`src/rtl/dsi_pkt_scheduler.sv`:
```
// dsi_pkt_scheduler: turns VSYNC/HSYNC/DE rises into queued VSS/HSS/line packet requests, sequences LP->HS lane entry/exit and hands one packet at a time to the formatter
module dsi_pkt_scheduler #(
  parameter logic [1:0]  VC      = 2'd0,
  parameter logic [5:0]  DT      = 6'h3E,
  parameter logic [15:0] WC      = 16'h05A0,
  parameter int          T_LPX   = 4,
  parameter int          T_PREP  = 4,
  parameter int          T_ZERO  = 8,
  parameter int          T_TRAIL = 6,
  parameter int          T_EXIT  = 6
) (
  input  logic        PIXCLK,
  input  logic        reset_n,
  input  logic        VSYNC,
  input  logic        HSYNC,
  input  logic        DE,
  input  logic        pkt_done,
  output logic        pkt_start,
  output logic        pkt_long,
  output logic [7:0]  pkt_di,
  output logic [15:0] pkt_wc,
  output logic        hs_en,
  output logic [1:0]  lp_data,
  output logic        busy,
  output logic        ovf
);
  typedef enum logic [2:0] {IDLE, LPX, PREP, ZERO, ISSUE, WAIT, TRAIL, EXIT} state_t;
  state_t st, nxt;
  logic vs_q, hs_q, de_q, vss_p, hss_p, line_p;
  logic rv, rh, rl, any, iss, cv, ch, cl;
  logic [7:0] tmr, ld;
  assign rv = VSYNC & ~vs_q;
  assign rh = HSYNC & ~hs_q;
  assign rl = DE & ~de_q;
  assign any = vss_p | hss_p | line_p;
  assign iss = nxt == ISSUE;
  assign cv = iss & vss_p;
  assign ch = iss & ~vss_p & hss_p;
  assign cl = iss & ~vss_p & ~hss_p & line_p;
  always_comb begin
    nxt = st;
    case (st)
      IDLE:    nxt = any ? LPX : IDLE;
      LPX:     nxt = tmr == 8'd0 ? PREP : LPX;
      PREP:    nxt = tmr == 8'd0 ? ZERO : PREP;
      ZERO:    nxt = tmr == 8'd0 ? ISSUE : ZERO;
      ISSUE:   nxt = WAIT;
      WAIT:    nxt = !pkt_done ? WAIT : any ? ISSUE : TRAIL;
      TRAIL:   nxt = tmr == 8'd0 ? EXIT : TRAIL;
      EXIT:    nxt = tmr == 8'd0 ? IDLE : EXIT;
      default: nxt = IDLE;
    endcase
    ld = nxt == LPX   ? 8'(T_LPX - 1)   :
         nxt == PREP  ? 8'(T_PREP - 1)  :
         nxt == ZERO  ? 8'(T_ZERO - 1)  :
         nxt == TRAIL ? 8'(T_TRAIL - 1) : 8'(T_EXIT - 1);
  end
  always_ff @(posedge PIXCLK or negedge reset_n) begin
    if (!reset_n) begin
      {vs_q, hs_q, de_q} <= 3'b000;
      {vss_p, hss_p, line_p} <= 3'b000;
      ovf <= 1'b0;
      st <= IDLE;
      tmr <= 8'd0;
      pkt_start <= 1'b0;
      pkt_long <= 1'b0;
      pkt_di <= 8'd0;
      pkt_wc <= 16'd0;
      hs_en <= 1'b0;
      lp_data <= 2'b11;
      busy <= 1'b0;
    end else begin
      {vs_q, hs_q, de_q} <= {VSYNC, HSYNC, DE};
      vss_p <= rv | (vss_p & ~cv);
      hss_p <= rh | (hss_p & ~ch);
      line_p <= rl | (line_p & ~cl);
      ovf <= ovf | (rv & vss_p & ~cv) | (rh & hss_p & ~ch) | (rl & line_p & ~cl);
      st <= nxt;
      tmr <= nxt != st ? ld : tmr != 8'd0 ? tmr - 8'd1 : tmr;
      pkt_start <= iss;
      if (iss) begin
        pkt_long <= cl;
        pkt_di <= {VC, cv ? 6'h01 : ch ? 6'h21 : DT};
        pkt_wc <= cl ? WC : 16'h0000;
      end
      hs_en <= nxt == ZERO || nxt == ISSUE || nxt == WAIT || nxt == TRAIL;
      lp_data <= nxt == IDLE || nxt == EXIT ? 2'b11 : nxt == LPX ? 2'b01 : 2'b00;
      busy <= nxt != IDLE;
    end
  end
endmodule
```
`config.mk`:
```
export PLATFORM = sky130hd
export DESIGN_NAME = dsi_pkt_scheduler
export DESIGN_NICKNAME = d
export VERILOG_FILES = /design/src/rtl/dsi_pkt_scheduler.sv
export SDC_FILE = /design/constraint.sdc
export NUM_CORES = 1
export LEC_CHECK = 0
export ABC_AREA = 1
export CAP_MARGIN = 15
export CORE_ASPECT_RATIO = 0.7
export CORE_MARGIN = 10
export CORE_UTILIZATION = 26
export CTS_CLUSTER_SIZE = 30
export DETAILED_ROUTE_END_ITERATION = 10
export HOLD_SLACK_MARGIN = 0.02
export SYNTH_ARGS = -nofsm -noshare
export SYNTH_HDL_FRONTEND = slang
export SYNTH_SLANG_ARGS = --single-unit
export TNS_END_PERCENT = 5
```
`constraint.sdc`:
```
create_clock -name PIXCLK -period 6 [get_ports PIXCLK]
set_clock_uncertainty 0.2 [all_clocks]
set_input_delay 1.8 -clock PIXCLK [delete_from_list [all_inputs] [get_ports PIXCLK]]
set_output_delay 1.8 -clock PIXCLK [all_outputs]
set_load 0.01 [all_outputs]
```
==> results.ini, run 1 <==
[clock_network]
cts_root_buffer = clkbuf_8
cts_buffers = 3
clock-sinks = 27
clk_latency_ns = 0.28
cts_tree = done
cts_setup_buffers = 0
ctsHtreeMaxLevel = 1
postCtsResizedCells = 0
cts.clk_slew.worst_paths_ns = 0.10
cts_buffer_depth = 2
postCtsHoldBufs = 0

[setup_path]
criticalPathCategory = reg2out
slowest_stage = dfstp_2
cp-end-kind = output pin
worstSetupStartpoint = lp_data[0]$_DFF_PN1_
path_buf_inv = 1
crit_chain = clkdlybuf4s50_1
rr_endpoint = ovf$_DFF_PN0_
path_delay_family = flip-flops
crit_arrival_ns = 1.34
r2r_start = tmr[0]$_DFFE_PN0P_
required_ns = 4.00
start_kind = flip-flop
critPathMaxStageDelay_ns = 0.54
critPathMaxFanout = 1
r2r_cells = 9
r2r_slack_ns = 3.88

[die]
die_y_um = 85.7
core-area_um2 = 5840
dieArea_um2 = 9760
start_util_pct = 27.5
rows = 23
ios = 37
die_w_um = 114

[synthesis]
syn_avg_cell_area_um2 = 9.06
synth-edff-count = 0
yosys_register_bits = 27
synth_top_cell_by_area = dfrtp_1
synth_top_area_share_pct = 39.0
synthTopCellsByArea = dfrtp_1 (39%), buf_4 (9.8%), inv_1 (5.6%)
syn_area_um2 = 1600
async_flop_share_pct = 100
synth_ff_type = dfrtp_1
yosysWarnings = 0
synth_common_cells = dfrtp_1 (25), inv_1 (24), nand2_1 (23), buf_4 (21), nor2_1 (15)
ys_types = 33
synth.most_common_cell = dfrtp_1
ys_seq_area_share_pct = 42.3
netlist_instances = 177

[min_path]
min_from = de_q$_DFF_PN0_
min_path_type = reg2reg
hold-path-cell-count = 1
whs_endpoint = line_p$_DFF_PN0_

[sta]
rsz0062_at_grt = no
fin_crit_sh_pct = 55.7
setup_viol = 0
fin_setup_tns_ns = 0
fin_crit_ns = 3.34
hold_violations = 0
fmax_mhz = 299
timing.final.ws_setup_ns = 2.66
final_max_slew_viol_count = 0

[grt]
grt_util_all_layers_pct = 6.72
grt_pass1_wl_um = 5420
grt_max_degree = 28
antenna_found_initial = 0
overflow = 0
grt_pass1_vias = 1078

[power_and_ir_drop]
leakage_uw = 0.000884
peakVddDrop_mv = 0.123
power_uw = 852
p_per_area_nw_per_um2 = 458

[final_layout]
diodes = 0
layout-drive-gt1-share_pct = 19.0
n_fill_cell = 610
fin_nets = 204
final_cells = 270
syn2layout_area_growth_pct = 16.0

[detailed_routing]
drt_iter0_markers = 61
firstDrtPassIters = 4
wl_um = 3110
drc = 0
final_antenna_net_count = 0
wl_per_cell_um = 11.5
vias_per_cell = 3.91
vias = 1055

[placement]
preCtsSetupSlack_ns = 2.47
port_buffers = 22
dpl.hpwl_um = 2540
dp.cells = 266
gp_congestion = 0.764

[status]
status = complete, no violations

[flow_run]
cap_violations = 0

[report_power, final]
group | total (µW) | leakage (µW) | switching, µW | internal (µW)
Clock | 108 | 0.0000217 | 61.1 | 47.3
Sequential | 289 | 0.000312 | 48.6 | 240
Combinational | 455 | 0.000550 | 277 | 178
Total | 852 | 0.000884 | 387 | 465
[placed cells by master, fill, tap and decap left out, types with 3 or more instances in the layout]
cell type	count
clkbuf_8	3
clkdlybuf4s50_1	22
conb_1	14
dfrtp_1	25
inv_1	24
inv_4	3
nand2_1	23
nand2_2	7
nand2_4	4
nand3_1	8
nand4_1	3
nor2_1	15
nor2_2	3
nor3_1	3
o21ai_0	7
o21ai_1	4
xnor2_1	3
[registers in the layout, indices dropped and copies added (netlist names)]
| name | flops |
|---|---|
| vss_p | 1 |
| vs_q | 1 |
| line_p | 1 |
| st | 3 |
| lp_data | 2 |
| tmr | 8 |
| busy | 1 |
| ovf | 1 |
| hss_p | 1 |
| hs_q | 1 |
| de_q | 1 |
| pkt_di | 3 |
| hs_en | 1 |
| pkt_start | 1 |
| pkt_wc | 1 |
[logic make-up after synthesis]
kind of cell    synth area share (%)
flops                           42.3
xor+xnor                        3.90
fa+ha+maj                       1.56
simple gates                    29.9
buf+inv                         17.2
other cells                    0.234
compound gates                  4.99
[worst max-delay path by stage]
stage,endpoint,slack (ns),depth (start not counted)
finish,lp_data[0],2.66,1
global route,pkt_long,2.59,1
CTS,pkt_long,2.63,1
detailed placement,tmr[1]$_DFFE_PN0P_,2.47,12
global placement,tmr[1]$_DFFE_PN0P_,2.50,12
floorplan,tmr[1]$_DFFE_PN0P_,3.06,11
[per-layer routing]
metal	track usage, %	up-vias	routed length (µm)
li1	-	559	-
met1	9.17	475	1630
met4	1.70	0	13
met3	2.71	2	173
met5	0	-	0
met2	9.55	19	1300
[cell type report]
| type | count | area (µm²) | area share [%] |
|---|---|---|---|
| Tap cell | 75 | 93.8 | 5.04 |
| Inverter | 28 | 113 | 6.05 |
| Clock buffer | 3 | 41.3 | 2.22 |
| Multi-Input combinational cell | 113 | 699 | 37.6 |
| Timing Repair Buffer | 23 | 228 | 12.2 |
| Clock inverter | 1 | 7.51 | 0.403 |
| Sequential cell | 27 | 678 | 36.4 |
[metrics by stage]
step,instance area (µm²),hold slack [ns],util (%)
final,1860,0.235,31.8
after global routing,1860,0.263,31.8
after CTS,1860,0.239,31.8
after detailed placement,1810,0.225,31.0
after global placement,1810,0.220,31.0
after floorplan,1650,0.216,-
Power figures use the tool's default switching activity.
==> inputs of run 2 (changes only) <==
==> constraint.sdc (replaced) <==
create_clock -name PIXCLK -period 3.4 [get_ports PIXCLK]
set_clock_uncertainty 0.2 [all_clocks]
set_input_delay 1.02 -clock PIXCLK [delete_from_list [all_inputs] [get_ports PIXCLK]]
set_output_delay 1.02 -clock PIXCLK [all_outputs]
set_load 0.01 [all_outputs]
==> run 2 against run 1 <==
- non-clock buffer count unchanged
- flip-flop and latch count unchanged
- die area unchanged
- register-to-register slack worse by 2.6 ns
- count of clock-buffer cells in the layout unchanged
- core utilization unchanged
- critical path type unchanged
- highest routed layer unchanged
==> results.ini, run 2 (synthesis gave the netlist of run 1 again) <==
[clock_network]
cts.clk_slew.worst_paths_ns = 0.10  ; about the same
ctsHtreeMaxLevel = 1  ; unchanged
cts_tree = done
cts_setup_buffers = 0  ; unchanged
cts_buffer_depth = 2  ; unchanged
cts_buffers = 3  ; unchanged
clock-sinks = 27  ; unchanged
clk_latency_ns = 0.28  ; about the same
postCtsResizedCells = 0  ; unchanged
postCtsHoldBufs = 0  ; unchanged
cts_root_buffer = clkbuf_8

[min_path]
min_path_type = reg2reg

[grt]
grt_util_all_layers_pct = 6.64  ; -0.075 points
grt_pass1_vias = 1084  ; +0.56%
grt_pass1_wl_um = 5510  ; +1.7%
grt_max_degree = 28  ; unchanged
antenna_found_initial = 0  ; unchanged
overflow = 0  ; unchanged

[detailed_routing]
vias_per_cell = 3.95  ; +1.0%
vias = 1066  ; +1.0%
drc = 0  ; unchanged
firstDrtPassIters = 4  ; unchanged
final_antenna_net_count = 0  ; unchanged
wl_um = 3030  ; -2.8%
wl_per_cell_um = 11.2  ; -2.8%
drt_iter0_markers = 52  ; -15%

[die]
rows = 23  ; unchanged
ios = 37  ; unchanged
start_util_pct = 27.5  ; unchanged
die_w_um = 114  ; unchanged
dieArea_um2 = 9760  ; unchanged
die_y_um = 85.7  ; unchanged
core-area_um2 = 5840  ; unchanged

[setup_path]
crit_arrival_ns = 1.35  ; about the same
criticalPathCategory = reg2out
crit_chain = clkdlybuf4s50_1
path_delay_family = buffers and inverters
slowest_stage = clkdlybuf4s50_1
cp-end-kind = output pin
required_ns = 2.18  ; -1.82 ns
critPathMaxFanout = 1  ; unchanged
critPathMaxStageDelay_ns = 0.54  ; about the same
start_kind = flip-flop
path_buf_inv = 1  ; unchanged

[power_and_ir_drop]
combPwrFrac_pct = 53.4  ; about the same
power_uw = 1500  ; +76%
pwr-share-seq_pct = 33.7  ; -0.2 points
p_per_area_nw_per_um2 = 807  ; +76%
switchingPower_uw = 680  ; +76%
peakVddDrop_mv = 0.256  ; +110%
pwr-share-clk_pct = 12.9  ; +0.2 points
leakage_uw = 0.000884  ; unchanged
internal_power_uw = 821  ; +76%
switching_share_pct = 45.3  ; -0.10 points

[final_layout]
reg_top3 = tmr (8), pkt_di (3), st (3)
multi_input_area_um2 = 699  ; unchanged
fin_util_pct = 31.8  ; unchanged
final_common_cell = dfrtp_1
largest-register = tmr
syn2layout_area_growth_pct = 16.0  ; unchanged
layout-drive-gt1-share_pct = 19.0  ; unchanged
diodes = 0  ; unchanged
fin_nets = 204  ; unchanged
regArea_um2 = 678  ; unchanged
largest_reg_flops = 8  ; unchanged
final_cell_mix = dfrtp_1 (25), inv_1 (24), nand2_1 (23)
n_fill_cell = 614  ; +0.66%

[flow_run]
cap_violations = 0  ; unchanged

[sta]
final_max_slew_viol_count = 0  ; unchanged
hold_violations = 0  ; unchanged
fin_setup_tns_ns = 0  ; unchanged
fmax_mhz = 389
fin_crit_sh_pct = 75.5
timing.hold.ws_ns = 0.238  ; +0.00322 ns
fin_crit_ns = 2.57
setup_viol = 0  ; unchanged
timing.final.ws_setup_ns = 0.832  ; -1.82 ns
rsz0062_at_grt = no

[placement]
preCtsSetupSlack_ns = 0.673  ; -1.80 ns
dpl.hpwl_um = 2440  ; -3.9%
gp_congestion = 0.764  ; about the same
port_buffers = 22  ; unchanged

[status]
status = complete, no violations

==> run 2: cell counts in the layout (fill, tap and decap cells not counted) <==
No cell type changed its count.
==> run 2: power by group through the flow <==
stage / clock network (µW) / registers [µW] / logic (µW)
after floorplan: 0 / 503 / 619
final: 194 / 506 / 802
after global routing: 218 / 525 / 911
after CTS: 200 / 507 / 812
after detailed placement: 0 / 512 / 811
after global placement: 0 / 514 / 804
==> run 2: path summary, 6_finish.rpt <==
| path | start | endpoint | slack, ns | depth (start not counted) |
|---|---|---|---|---|
| max | lp_data[1]$_DFF_PN1_ | lp_data[1] | 0.83 | 1 |
| min | de_q$_DFF_PN0_ | line_p$_DFF_PN0_ | 0.24 | 1 |
| max reg2reg | tmr[0]$_DFFE_PN0P_ | ovf$_DFF_PN0_ | 1.27 | 9 |
| min reg2reg | de_q$_DFF_PN0_ | line_p$_DFF_PN0_ | 0.24 | 1 |
| max in group asynchronous | reset_n | lp_data[1]$_DFF_PN1_ | 1.80 | 2 |
| min in group asynchronous | reset_n | tmr[7]$_DFFE_PN0P_ | 0.90 | 2 |
==> run 2: metal layers <==
layer	GRT usage (%)	wire [µm]
met1	9.60	1600
met5	0	0
met3	2.44	168
met4	1.25	17
met2	9.13	1250
==> run 2: stage by stage <==
stage,cell area (µm²),cells
floorplan,1650,190
global placement,1810,266
detailed placement,1810,266
CTS,1860,270
global route,1860,270
finish,1860,270
==> run 2: final cells by class <==
type	instances	share of cell area [%]
well taps	75	5.04
flip-flops and latches	27	36.4
inverters	28	6.05
clock inverters	1	0.403
repair buffers	23	12.2
clock buffers	3	2.22
multi-input cells	113	37.6
==> inputs of run 3 (changes only) <==
==> constraint.sdc (replaced) <==
create_clock -name PIXCLK -period 2.6 [get_ports PIXCLK]
set_clock_uncertainty 0.2 [all_clocks]
set_input_delay 0.78 -clock PIXCLK [delete_from_list [all_inputs] [get_ports PIXCLK]]
set_output_delay 0.78 -clock PIXCLK [all_outputs]
set_load 0.01 [all_outputs]
==> run 3 against run 2 <==
- core utilization is the same
- die area unchanged
- via count fell by 1.1%
- clock power grew 28%
- non-clock buffer count stayed put
- critical path depth is the same
- final area did not move
- count of clock-buffer cells in the layout is the same
- hold slack improved by 0.0011 ns
- critical path type unchanged
- largest cell class unchanged
- largest power group unchanged
- highest routed layer unchanged
==> results.ini, run 3 (synthesis gave the netlist of run 1 again) <==
[status]
status = complete, no violations

[clock_network]
clk_latency_ns = 0.28  ; about the same
cts_tree = done
clock-sinks = 27  ; unchanged
ctsHtreeMaxLevel = 1  ; unchanged
cts_buffers = 3  ; unchanged
cts.clk_slew.worst_paths_ns = 0.10  ; about the same
cts_setup_buffers = 0  ; unchanged
postCtsHoldBufs = 0  ; unchanged
postCtsResizedCells = 0  ; unchanged
cts_buffer_depth = 2  ; unchanged
cts_root_buffer = clkbuf_8

[setup_path]
cp-end-kind = output pin
critPathMaxFanout = 1  ; unchanged
crit_arrival_ns = 1.34  ; about the same
critPathMaxStageDelay_ns = 0.54  ; about the same
slowest_stage = clkdlybuf4s50_1
path_delay_family = buffers and inverters
path_buf_inv = 1  ; unchanged
criticalPathCategory = reg2out
start_kind = flip-flop
crit_chain = clkdlybuf4s50_1
required_ns = 1.62  ; -0.56 ns

[grt]
grt_pass1_vias = 1031  ; -4.9%
antenna_found_initial = 0  ; unchanged
grt_max_degree = 28  ; unchanged
grt_util_all_layers_pct = 6.46  ; -0.19 points
overflow = 0  ; unchanged
grt_pass1_wl_um = 5330  ; -3.4%

[power_and_ir_drop]
switchingPower_uw = 882  ; +30%
internal_power_uw = 1070  ; +31%
leakage_uw = 0.000884  ; unchanged
switching_share_pct = 45.1  ; -0.21 points
combPwrFrac_pct = 53.5  ; about the same
p_per_area_nw_per_um2 = 1050  ; +30%
pwr-share-seq_pct = 33.8  ; about the same
power_uw = 1960  ; +30%
pwr-share-clk_pct = 12.8  ; about the same
peakVddDrop_mv = 0.336  ; +31%

[final_layout]
syn2layout_area_growth_pct = 16.0  ; unchanged
final_cell_mix = dfrtp_1 (25), inv_1 (24), nand2_1 (23)
reg_top3 = tmr (8), pkt_di (3), st (3)
diodes = 0  ; unchanged
fin_nets = 204  ; unchanged
layout-drive-gt1-share_pct = 19.0  ; unchanged
stdcell_area_um2 = 1860  ; unchanged
largest-register = tmr
regArea_um2 = 678  ; unchanged
final_cells = 270  ; unchanged
largest_reg_flops = 8  ; unchanged
n_fill_cell = 621  ; +1.1%
multi_input_area_um2 = 699  ; unchanged
final_common_cell = dfrtp_1

[detailed_routing]
wl_met3_um = 157  ; -6.5%
wl_um = 2970  ; -1.8%
vias = 1054  ; -1.1%
vias_per_cell = 3.90  ; -1.1%
wl_per_cell_um = 11.0  ; -1.8%
firstDrtPassIters = 4  ; unchanged
drt_iter0_markers = 62  ; +19%
wl_met2_um = 1210  ; -2.7%
routedLengthMet1_um = 1590  ; -0.19%
final_antenna_net_count = 0  ; unchanged
dr.max_layer_used = met4
drc = 0  ; unchanged

[sta]
timing.hold.ws_ns = 0.239  ; +0.00108 ns
rsz0062_at_grt = no
fin_crit_sh_pct = 89.4
fmax_mhz = 430
final_max_slew_viol_count = 0  ; unchanged
fin_setup_tns_ns = 0  ; unchanged
setup_viol = 0  ; unchanged
hold_violations = 0  ; unchanged
fin_crit_ns = 2.32

[die]
die_w_um = 114  ; unchanged
dieArea_um2 = 9760  ; unchanged
die_y_um = 85.7  ; unchanged
rows = 23  ; unchanged
core-area_um2 = 5840  ; unchanged
start_util_pct = 27.5  ; unchanged
ios = 37  ; unchanged

[min_path]
min_path_type = reg2reg

[placement]
dp.cells = 266  ; unchanged
port_buffers = 22  ; unchanged
dpl.hpwl_um = 2430  ; -0.68%
placed_area_um2 = 1810  ; unchanged
gp_congestion = 0.764  ; about the same

[flow_run]
cap_violations = 0  ; unchanged

[run 3: power by group through the flow]
| stage | clock [µW] | combinational (µW) | sequential (µW) |
|---|---|---|---|
| 6_report | 249 | 1050 | 661 |
| 5_1_grt | 277 | 1190 | 686 |
| 4_1_cts | 258 | 1060 | 662 |
| 3_5_place_dp | 0 | 1060 | 669 |
| 3_3_place_gp | 0 | 1050 | 672 |
| 2_1_floorplan | 0 | 809 | 658 |
[run 3: final timing paths]
kind,startpoint,to,slack (ns),cells past startpoint
setup / recovery,lp_data[0]$_DFF_PN1_,lp_data[0],0.28,1
hold / removal,de_q$_DFF_PN0_,line_p$_DFF_PN0_,0.24,1
setup reg to reg,tmr[0]$_DFFE_PN0P_,ovf$_DFF_PN0_,0.50,9
hold reg to reg,de_q$_DFF_PN0_,line_p$_DFF_PN0_,0.24,1
max in group asynchronous,reset_n,lp_data[0]$_DFF_PN1_,1.24,2
min in group asynchronous,reset_n,tmr[0]$_DFFE_PN0P_,0.66,2
[run 3: layer usage]
metal / up-vias / GRT usage (%)
met5: - / 0
met4: 0 / 1.02
met3: 2 / 2.57
met2: 23 / 8.82
met1: 474 / 9.33
li1: 555 / -
[run 3: layout make-up]
type / count / share of cell area (%)
clock inverter: 1 / 0.403
clock buffer: 3 / 2.22
timing repair buffer: 23 / 12.2
sequential: 27 / 36.4
tap: 75 / 5.04
inverter: 28 / 6.05
multi-input combinational: 113 / 37.6
[run 3: per-stage QoR]
step | setup slack, ns | util (%)
global route | 0.216 | 31.8
global placement | 0.127 | 31.0
CTS | 0.248 | 31.8
finish | 0.275 | 31.8
detailed placement | 0.0944 | 31.0
floorplan | 0.680 | -
[run 3: worst register-to-register path: cells and delay by family (launching register included)]
kind / cells / cell delay, ns
xor gates and xnor gates: 1 / 0.29
and+or+nand+nor: 6 / 0.81
adders and majority gates: 1 / 0.18
DFF: 1 / 0.39
buffers and inverters: 1 / 0.13
